### src/rtl/decode_sequencer.sv
// ============================================================================
// Module   : decode_sequencer
// Summary  : Decode-side sequencer. It assembles two-word immediates, runs the
//            interrupt entry micro-op sequence and gates fetch.
// Revision : 1.0 - initial release
// ============================================================================
`default_nettype none

module decode_sequencer #(
    parameter logic [4:0]  OP_LDM   = 5'b10100,
    parameter logic [4:0]  OP_IADD  = 5'b10101,
    parameter logic [15:0] VEC_INT1 = 16'h0000,
    parameter logic [15:0] VEC_INT2 = 16'h0002
) (
    input  logic        clk,
    input  logic        rst_n,
    input  logic [4:0]  opcode_decode,
    input  logic [2:0]  Rs_decode,
    input  logic [2:0]  Rd_decode,
    input  logic [4:0]  shmnt_decode,
    input  logic [31:0] pc_decode,
    input  logic        int1_decode,
    input  logic        int2_decode,
    input  logic        stall_in,
    output logic        fd_enable,
    output logic        busy,
    output logic        de_valid,
    output logic [2:0]  de_uop,
    output logic [4:0]  de_opcode,
    output logic [2:0]  de_rs,
    output logic [2:0]  de_rd,
    output logic [4:0]  de_shmnt,
    output logic [15:0] de_imm,
    output logic [31:0] de_pc
);

    localparam logic [2:0] c_UOP_NORMAL     = 3'd0;
    localparam logic [2:0] c_UOP_IMM        = 3'd1;
    localparam logic [2:0] c_UOP_PUSH_PC    = 3'd2;
    localparam logic [2:0] c_UOP_PUSH_FLAGS = 3'd3;
    localparam logic [2:0] c_UOP_INT_JUMP   = 3'd4;

    typedef enum logic [2:0] {
        S_IDLE    = 3'd0,
        S_IMM     = 3'd1,
        S_INT_PC  = 3'd2,
        S_INT_FLG = 3'd3,
        S_INT_JMP = 3'd4,
        S_DRAIN   = 3'd5
    } state_t;

    state_t      r_state, w_state_nxt;
    logic        r_pend, w_pend_nxt;
    logic        r_src, w_src_nxt;           // 0 = int1, 1 = int2
    logic [4:0]  r_hold_op, w_hold_op_nxt;
    logic [2:0]  r_hold_rs, w_hold_rs_nxt;
    logic [2:0]  r_hold_rd, w_hold_rd_nxt;
    logic [31:0] r_hold_pc, w_hold_pc_nxt;

    logic        r_valid, w_valid_nxt;
    logic [2:0]  r_uop, w_uop_nxt;
    logic [4:0]  r_op, w_op_nxt;
    logic [2:0]  r_rs, w_rs_nxt;
    logic [2:0]  r_rd, w_rd_nxt;
    logic [4:0]  r_sh, w_sh_nxt;
    logic [15:0] r_imm, w_imm_nxt;
    logic [31:0] r_pc, w_pc_nxt;

    assign fd_enable = !stall_in && (r_state != S_INT_PC) && (r_state != S_INT_FLG);
    assign busy      = (r_state != S_IDLE);
    assign de_valid  = r_valid;
    assign de_uop    = r_uop;
    assign de_opcode = r_op;
    assign de_rs     = r_rs;
    assign de_rd     = r_rd;
    assign de_shmnt  = r_sh;
    assign de_imm    = r_imm;
    assign de_pc     = r_pc;

    always_comb begin
        w_state_nxt   = r_state;
        w_pend_nxt    = r_pend;
        w_src_nxt     = r_src;
        w_hold_op_nxt = r_hold_op;
        w_hold_rs_nxt = r_hold_rs;
        w_hold_rd_nxt = r_hold_rd;
        w_hold_pc_nxt = r_hold_pc;
        w_valid_nxt   = 1'b0;
        w_uop_nxt     = c_UOP_NORMAL;
        w_op_nxt      = r_op;
        w_rs_nxt      = r_rs;
        w_rd_nxt      = r_rd;
        w_sh_nxt      = r_sh;
        w_imm_nxt     = r_imm;
        w_pc_nxt      = r_pc;

        if (!stall_in) begin
            case (r_state)
                S_IDLE: begin
                    if (int1_decode || int2_decode || r_pend) begin
                        // Presented word is dropped; its PC becomes the return address.
                        w_valid_nxt   = 1'b1;
                        w_uop_nxt     = c_UOP_PUSH_PC;
                        w_pc_nxt      = pc_decode;
                        w_hold_pc_nxt = pc_decode;
                        w_src_nxt     = int1_decode ? 1'b0 : (r_pend ? r_src : 1'b1);
                        w_pend_nxt    = 1'b0;
                        w_state_nxt   = S_INT_PC;
                    end else if (opcode_decode == OP_LDM || opcode_decode == OP_IADD) begin
                        w_hold_op_nxt = opcode_decode;
                        w_hold_rs_nxt = Rs_decode;
                        w_hold_rd_nxt = Rd_decode;
                        w_hold_pc_nxt = pc_decode;
                        w_state_nxt   = S_IMM;
                    end else begin
                        w_valid_nxt = 1'b1;
                        w_uop_nxt   = c_UOP_NORMAL;
                        w_op_nxt    = opcode_decode;
                        w_rs_nxt    = Rs_decode;
                        w_rd_nxt    = Rd_decode;
                        w_sh_nxt    = shmnt_decode;
                        w_imm_nxt   = 16'h0000;
                        w_pc_nxt    = pc_decode;
                    end
                end
                S_IMM: begin
                    w_valid_nxt = 1'b1;
                    w_uop_nxt   = c_UOP_IMM;
                    w_op_nxt    = r_hold_op;
                    w_rs_nxt    = r_hold_rs;
                    w_rd_nxt    = r_hold_rd;
                    w_sh_nxt    = 5'd0;
                    w_pc_nxt    = r_hold_pc;
                    w_imm_nxt   = {opcode_decode, Rs_decode, Rd_decode, shmnt_decode};
                    // An interrupt tagged on the data word is deferred to the next IDLE cycle.
                    if (int1_decode || int2_decode) begin
                        w_pend_nxt = 1'b1;
                        w_src_nxt  = !int1_decode;
                    end
                    w_state_nxt = S_IDLE;
                end
                S_INT_PC: begin
                    w_valid_nxt = 1'b1;
                    w_uop_nxt   = c_UOP_PUSH_FLAGS;
                    w_pc_nxt    = r_hold_pc;
                    w_state_nxt = S_INT_FLG;
                end
                S_INT_FLG: begin
                    w_valid_nxt = 1'b1;
                    w_uop_nxt   = c_UOP_INT_JUMP;
                    w_imm_nxt   = r_src ? VEC_INT2 : VEC_INT1;
                    w_state_nxt = S_INT_JMP;
                end
                S_INT_JMP: w_state_nxt = S_DRAIN;
                S_DRAIN:   w_state_nxt = S_IDLE;
                default:   w_state_nxt = S_IDLE;
            endcase
        end
    end

    // Negedge update matches the write-at-negedge pipeline-register timing.
    always_ff @(negedge clk or negedge rst_n) begin
        if (!rst_n) begin
            r_state   <= S_IDLE;
            r_pend    <= 1'b0;
            r_src     <= 1'b0;
            r_hold_op <= 5'd0;
            r_hold_rs <= 3'd0;
            r_hold_rd <= 3'd0;
            r_hold_pc <= 32'd0;
            r_valid   <= 1'b0;
            r_uop     <= c_UOP_NORMAL;
            r_op      <= 5'd0;
            r_rs      <= 3'd0;
            r_rd      <= 3'd0;
            r_sh      <= 5'd0;
            r_imm     <= 16'd0;
            r_pc      <= 32'd0;
        end else begin
            r_state   <= w_state_nxt;
            r_pend    <= w_pend_nxt;
            r_src     <= w_src_nxt;
            r_hold_op <= w_hold_op_nxt;
            r_hold_rs <= w_hold_rs_nxt;
            r_hold_rd <= w_hold_rd_nxt;
            r_hold_pc <= w_hold_pc_nxt;
            r_valid   <= w_valid_nxt;
            r_uop     <= w_uop_nxt;
            r_op      <= w_op_nxt;
            r_rs      <= w_rs_nxt;
            r_rd      <= w_rd_nxt;
            r_sh      <= w_sh_nxt;
            r_imm     <= w_imm_nxt;
            r_pc      <= w_pc_nxt;
        end
    end

endmodule

`default_nettype wire

### config.mk
export PLATFORM = sky130hd
export DESIGN_NAME = decode_sequencer
export DESIGN_NICKNAME = d
export VERILOG_FILES = /design/src/rtl/decode_sequencer.sv
export SDC_FILE = /design/constraint.sdc
export NUM_CORES = 1
export LEC_CHECK = 0
export ABC_AREA = 1
export CAP_MARGIN = 20
export CORE_MARGIN = 5
export CORE_UTILIZATION = 45
export DETAILED_ROUTE_END_ITERATION = 10
export PLACE_DENSITY = 0.76
export SYNTH_ARGS = -nofsm -noshare
export SYNTH_HDL_FRONTEND = slang
export SYNTH_SLANG_ARGS = --single-unit
### constraint.sdc
create_clock -name clk -period 1.4 [get_ports clk]
set_input_delay 0.21 -clock clk [delete_from_list [all_inputs] [get_ports clk]]
set_output_delay 0.21 -clock clk [all_outputs]
set_load 0.05 [all_outputs]
# Word level (Yosys, flattened, before mapping)
# Cells that the tools add are included.
[word_totals] register_bits=116 latchBits=0 mem_bits_rw=0 rom_bits=0 output_inout_bits=70 mem_count=0
[classes] add_sub_neg=0 mul=0 div=0 order_cmp=0 n_eq_ne=15 n_shift=0 muxes=39 bitwise_logic=2 n_reduce_logical=23
[op_table] cell="$mux 32" n=4
[op_table] cell="$pmux 32 s2" n=1
[op_table] cell="$pmux 16 s3" n=1
[op_table] cell="$mux 16" n=2
[op_table] cell="$pmux 3 s4" n=2
[op_table] cell="$mux 3" n=7
[op_table] cell="$mux 5" n=4
[op_table] cell="$pmux 5 s2" n=2
[op_table] cell="$reduce_and 4->1" n=4
[op_table] cell="$pmux 3 s2" n=2
[op_table] cell="$eq 5x5->1 const B" n=2
[op_table] cell="$mux 1" n=9
[op_table] cell="$ne 3x3->1 const B" n=3
[op_table] cell="$ne 2x2->1 const B" n=4
[op_table] cell="$eq 3x2->1 const B" n=2
[op_table] cell="$ne 3x2->1 const B" n=2
[op_table] cell="$pmux 1 s2" n=3
[op_table] cell="$reduce_and 3->1" n=2
[op_table] cell="$reduce_bool 2->1" n=3
[op_table] cell="$reduce_bool 3->1" n=2
[op_table] cell="$reduce_and 5->1" n=1
[op_table] cell="$mux 2" n=2
[op_table] cell="$eq 3x1->1 const B" n=1
[op_table] cell="$eq 3x3->1 const B" n=1
[op_table] cell="8 further kinds" n=13

# Logic depth before layout (Yosys ltp)
[depth] depth_word=6 mapped_depth=10 ltp_nobuf=8

==> summary.txt <==
Yosys
  – Mean Syn Cell Area: 8.022 µm²
  – Synth cell types: 27
  – Synthesized cell area: 0.005286 mm²
  – Sequential fraction of the synthesis area: 0.5491
  – Synth warnings: 0
  – Mapped Cells: 659
  – Syn nets: 712
  – Post-synthesis register bit count: 116

Clocking
  – CTS tree: done
  – Root Buffer Master: clkbuf_16
  – Clock edge transition at the registers on the reported setup and hold paths: 40 ps
  – Hold_buf cts: 0
  – Clock Latency Late Sink: 400 ps
  – Clock tree buffer depth: 2
  – Clk sinks: 116
  – H-Tree Depth: 4
  – TritonCTS Buffers: 17

Cells and area
  – Leading cell type in the layout, fill and taps excluded: nand2_1
  – Fin nets: 958
  – Post-Layout Cell Count: 1,061
  – Share of cells above drive strength 1: 0.3522
  – Area grow syn2layout: 83.93%
  – Fill cell count: 514
  – Commonest cells after routing, fill and taps aside: nand2_1, dfrtn_1, buf_4, buf_12, inv_1

Routing
  – Drt initial violations: 670
  – DRC violations left: 0
  – Final WL: 23.18 mm
  – Vias per cell: 5.812
  – Final ANT Viol Nets: 0
  – Drt pass-1 iters: 7
  – Routed len/inst: 21.85 µm
  – Via count: 6,167

Global route
  – First-pass GRT wire length: 35.38 mm
  – Vias in the first global route: 6,627
  – Antenna violations before repair: 1
  – Largest net degree at the start of global routing: 45
  – Total track usage: 0.3203
  – Total gr overflow: 0

Status
  – Failing checks: setup timing
  – Status: complete, but fails checks

Worst setup path
  – Crit Path Category: reg2out
  – Critical R2R Launch: r_state[1]
  – Worst r2r path cells: 8
  – Critical Path Start Type: flip-flop
  – CP required: 1190 ps
  – Crit end category: output pin
  – Crit path DAT: 1980 ps
  – Worst r2r dst: de_pc[17]
  – Max FO, Critical Path: 3
  – Reg2Reg Setup Slack: -580 ps

Die
  – Die area: 0.01402 mm²
  – # IOs: 123
  – Die width: 118.4 µm
  – Row count: 39
  – Die Y-Extent: 118.4 µm
  – Initial core utilization: 0.4610
  – Core area: 0.01147 mm²

Timing
  – Slack of the critical path: -790.0 ps
  – Slew @ Worst Pin: 368.8 ps
  – Max-slew headroom: 0.7536
  – Final hold viol count: 0
  – RSZ-0062 raised after global routing: true
  – Final setup fails: 185
  – Layout Skew: 11.45 ps
  – Max-slew violations: 0

Power and ir drop
  – Power density cells: 2767 mW/mm²
  – VDD IR-drop max: 0.001762 V
  – Leak Pwr: 0.004895 µW

Placed design
  – Port bufs: 122
  – HPWL after detailed placement: 10.46 mm
  – Pre-CTS setup slack: -1326 ps
  – Placer Congestion: 0.8801
  – Placed cells: 947

Run
  – # Max-Cap Violations: 0

Worst hold path
  – Hold Crit Class: in2async
[worst max-delay path by stage]
stage                     start        end  slack [ps]  cells past startpoint
CTS                  r_state[2]  fd_enable        -750                      3
finish               r_state[2]       busy        -790                      4
global route         r_state[2]       busy        -810                      4
global placement    int1_decode   de_pc[6]       -1250                      7
detailed placement  int1_decode   de_pc[9]       -1330                      7
floorplan           int1_decode  de_imm[0]        -500                      7
[logic make-up (layout without fill, tap and decap cells)]
| logic type | Yosys count | in the layout | synth area share |
|---|---|---|---|
| AND/OR/NAND/NOR | 352 | 355 | 0.2764 |
| flip-flops | 116 | 116 | 0.5491 |
| other | 0 | 1 | 0 |
| buffers and inverters | 97 | 351 | 0.08237 |
| AO/OA/AOI/OAI | 94 | 95 | 0.09207 |
[sequential cells by signal, indices dropped and copies added (netlist names)]
register   cells
r_hold_rd      3
r_hold_rs      3
de_uop         3
de_opcode      5
de_shmnt       5
de_pc         32
de_imm        16
r_pend         1
r_hold_op      5
de_rd          3
de_rs          3
r_hold_pc     32
de_valid       1
r_state        3
r_src          1
[per-stage QoR]
step | area, µm² | hold slack [ps] | TNS, ps | total power, µW | utilization
3_5_place_dp | 7785 | 403.3 | -142630 | 17970 | 0.6789
2_1_floorplan | 5448 | 379.2 | -55850 | 12410 | -
3_3_place_gp | 7785 | 391.9 | -137890 | 17570 | 0.6789
5_1_grt | 9723 | 406.9 | -87770 | 27810 | 0.8479
6_report | 9723 | 391.4 | -81120 | 26910 | 0.8479
4_1_cts | 9529 | 404.2 | -65160 | 25480 | 0.8310
[report_power, final]
part           switching, µW  internal, µW
Sequential              1400          4820
Combinational           8820          7510
Clock                   1550          2790
[per-layer routing]
metal | wire length (µm) | share of wire | vias to the layer above | global-route usage
li1 | - | - | 2561 | -
met1 | 7746 | 0.33 | 2954 | 0.3430
met2 | 11540 | 0.50 | 484 | 0.5510
met3 | 2059 | 0.089 | 168 | 0.09217
met4 | 1831 | 0.079 | 0 | 0.2077
met5 | 0 | 0 | - | 0
[synth_stat cells, drive strengths merged]
library cell | n | area, µm²
nand2 | 274 | 1061
dfrtn | 116 | 2903
o21ai | 88 | 440.4
inv | 65 | 244.0
nand3 | 38 | 207.7
nor2 | 37 | 172.7
buf | 26 | 167.7
a21oi | 5 | 40.04
clkbuf | 5 | 20.01
nand4 | 2 | 12.51
a31oi | 1 | 6.260
clkinv | 1 | 3.750
nand3b | 1 | 7.510
[worst max-delay path: stages (launching register included)]
cell	delay, ps
dfrtn_1	370
buf_4	160
nor2_4	120
nand2_4	70
buf_12	150
[layout make-up]
class                           instances  area [µm²]  area share
Antenna cell                            1       2.502   0.0002574
Timing Repair Buffer                  254        3406      0.3503
Tap cell                              143       178.9     0.01840
Inverter                               66       277.8     0.02857
Clock inverter                          4       70.07    0.007206
Multi-Input combinational cell        450        2382      0.2450
Clock buffer                           27       503.0     0.05173
Sequential cell                       116        2903      0.2985
[what timing repair did]
| item | in CTS | in global routing |
|---|---|---|
| buffers inserted | 47 | 19 |
| endpoints found under the hold margin | 0 | 0 |
| endpoints found under the setup margin | 186 | 185 |
| cloned | 17 | 1 |
| pin swaps | 23 | 6 |
| gates resized for setup | 157 | 19 |
(Power assumes the default switching activity.)
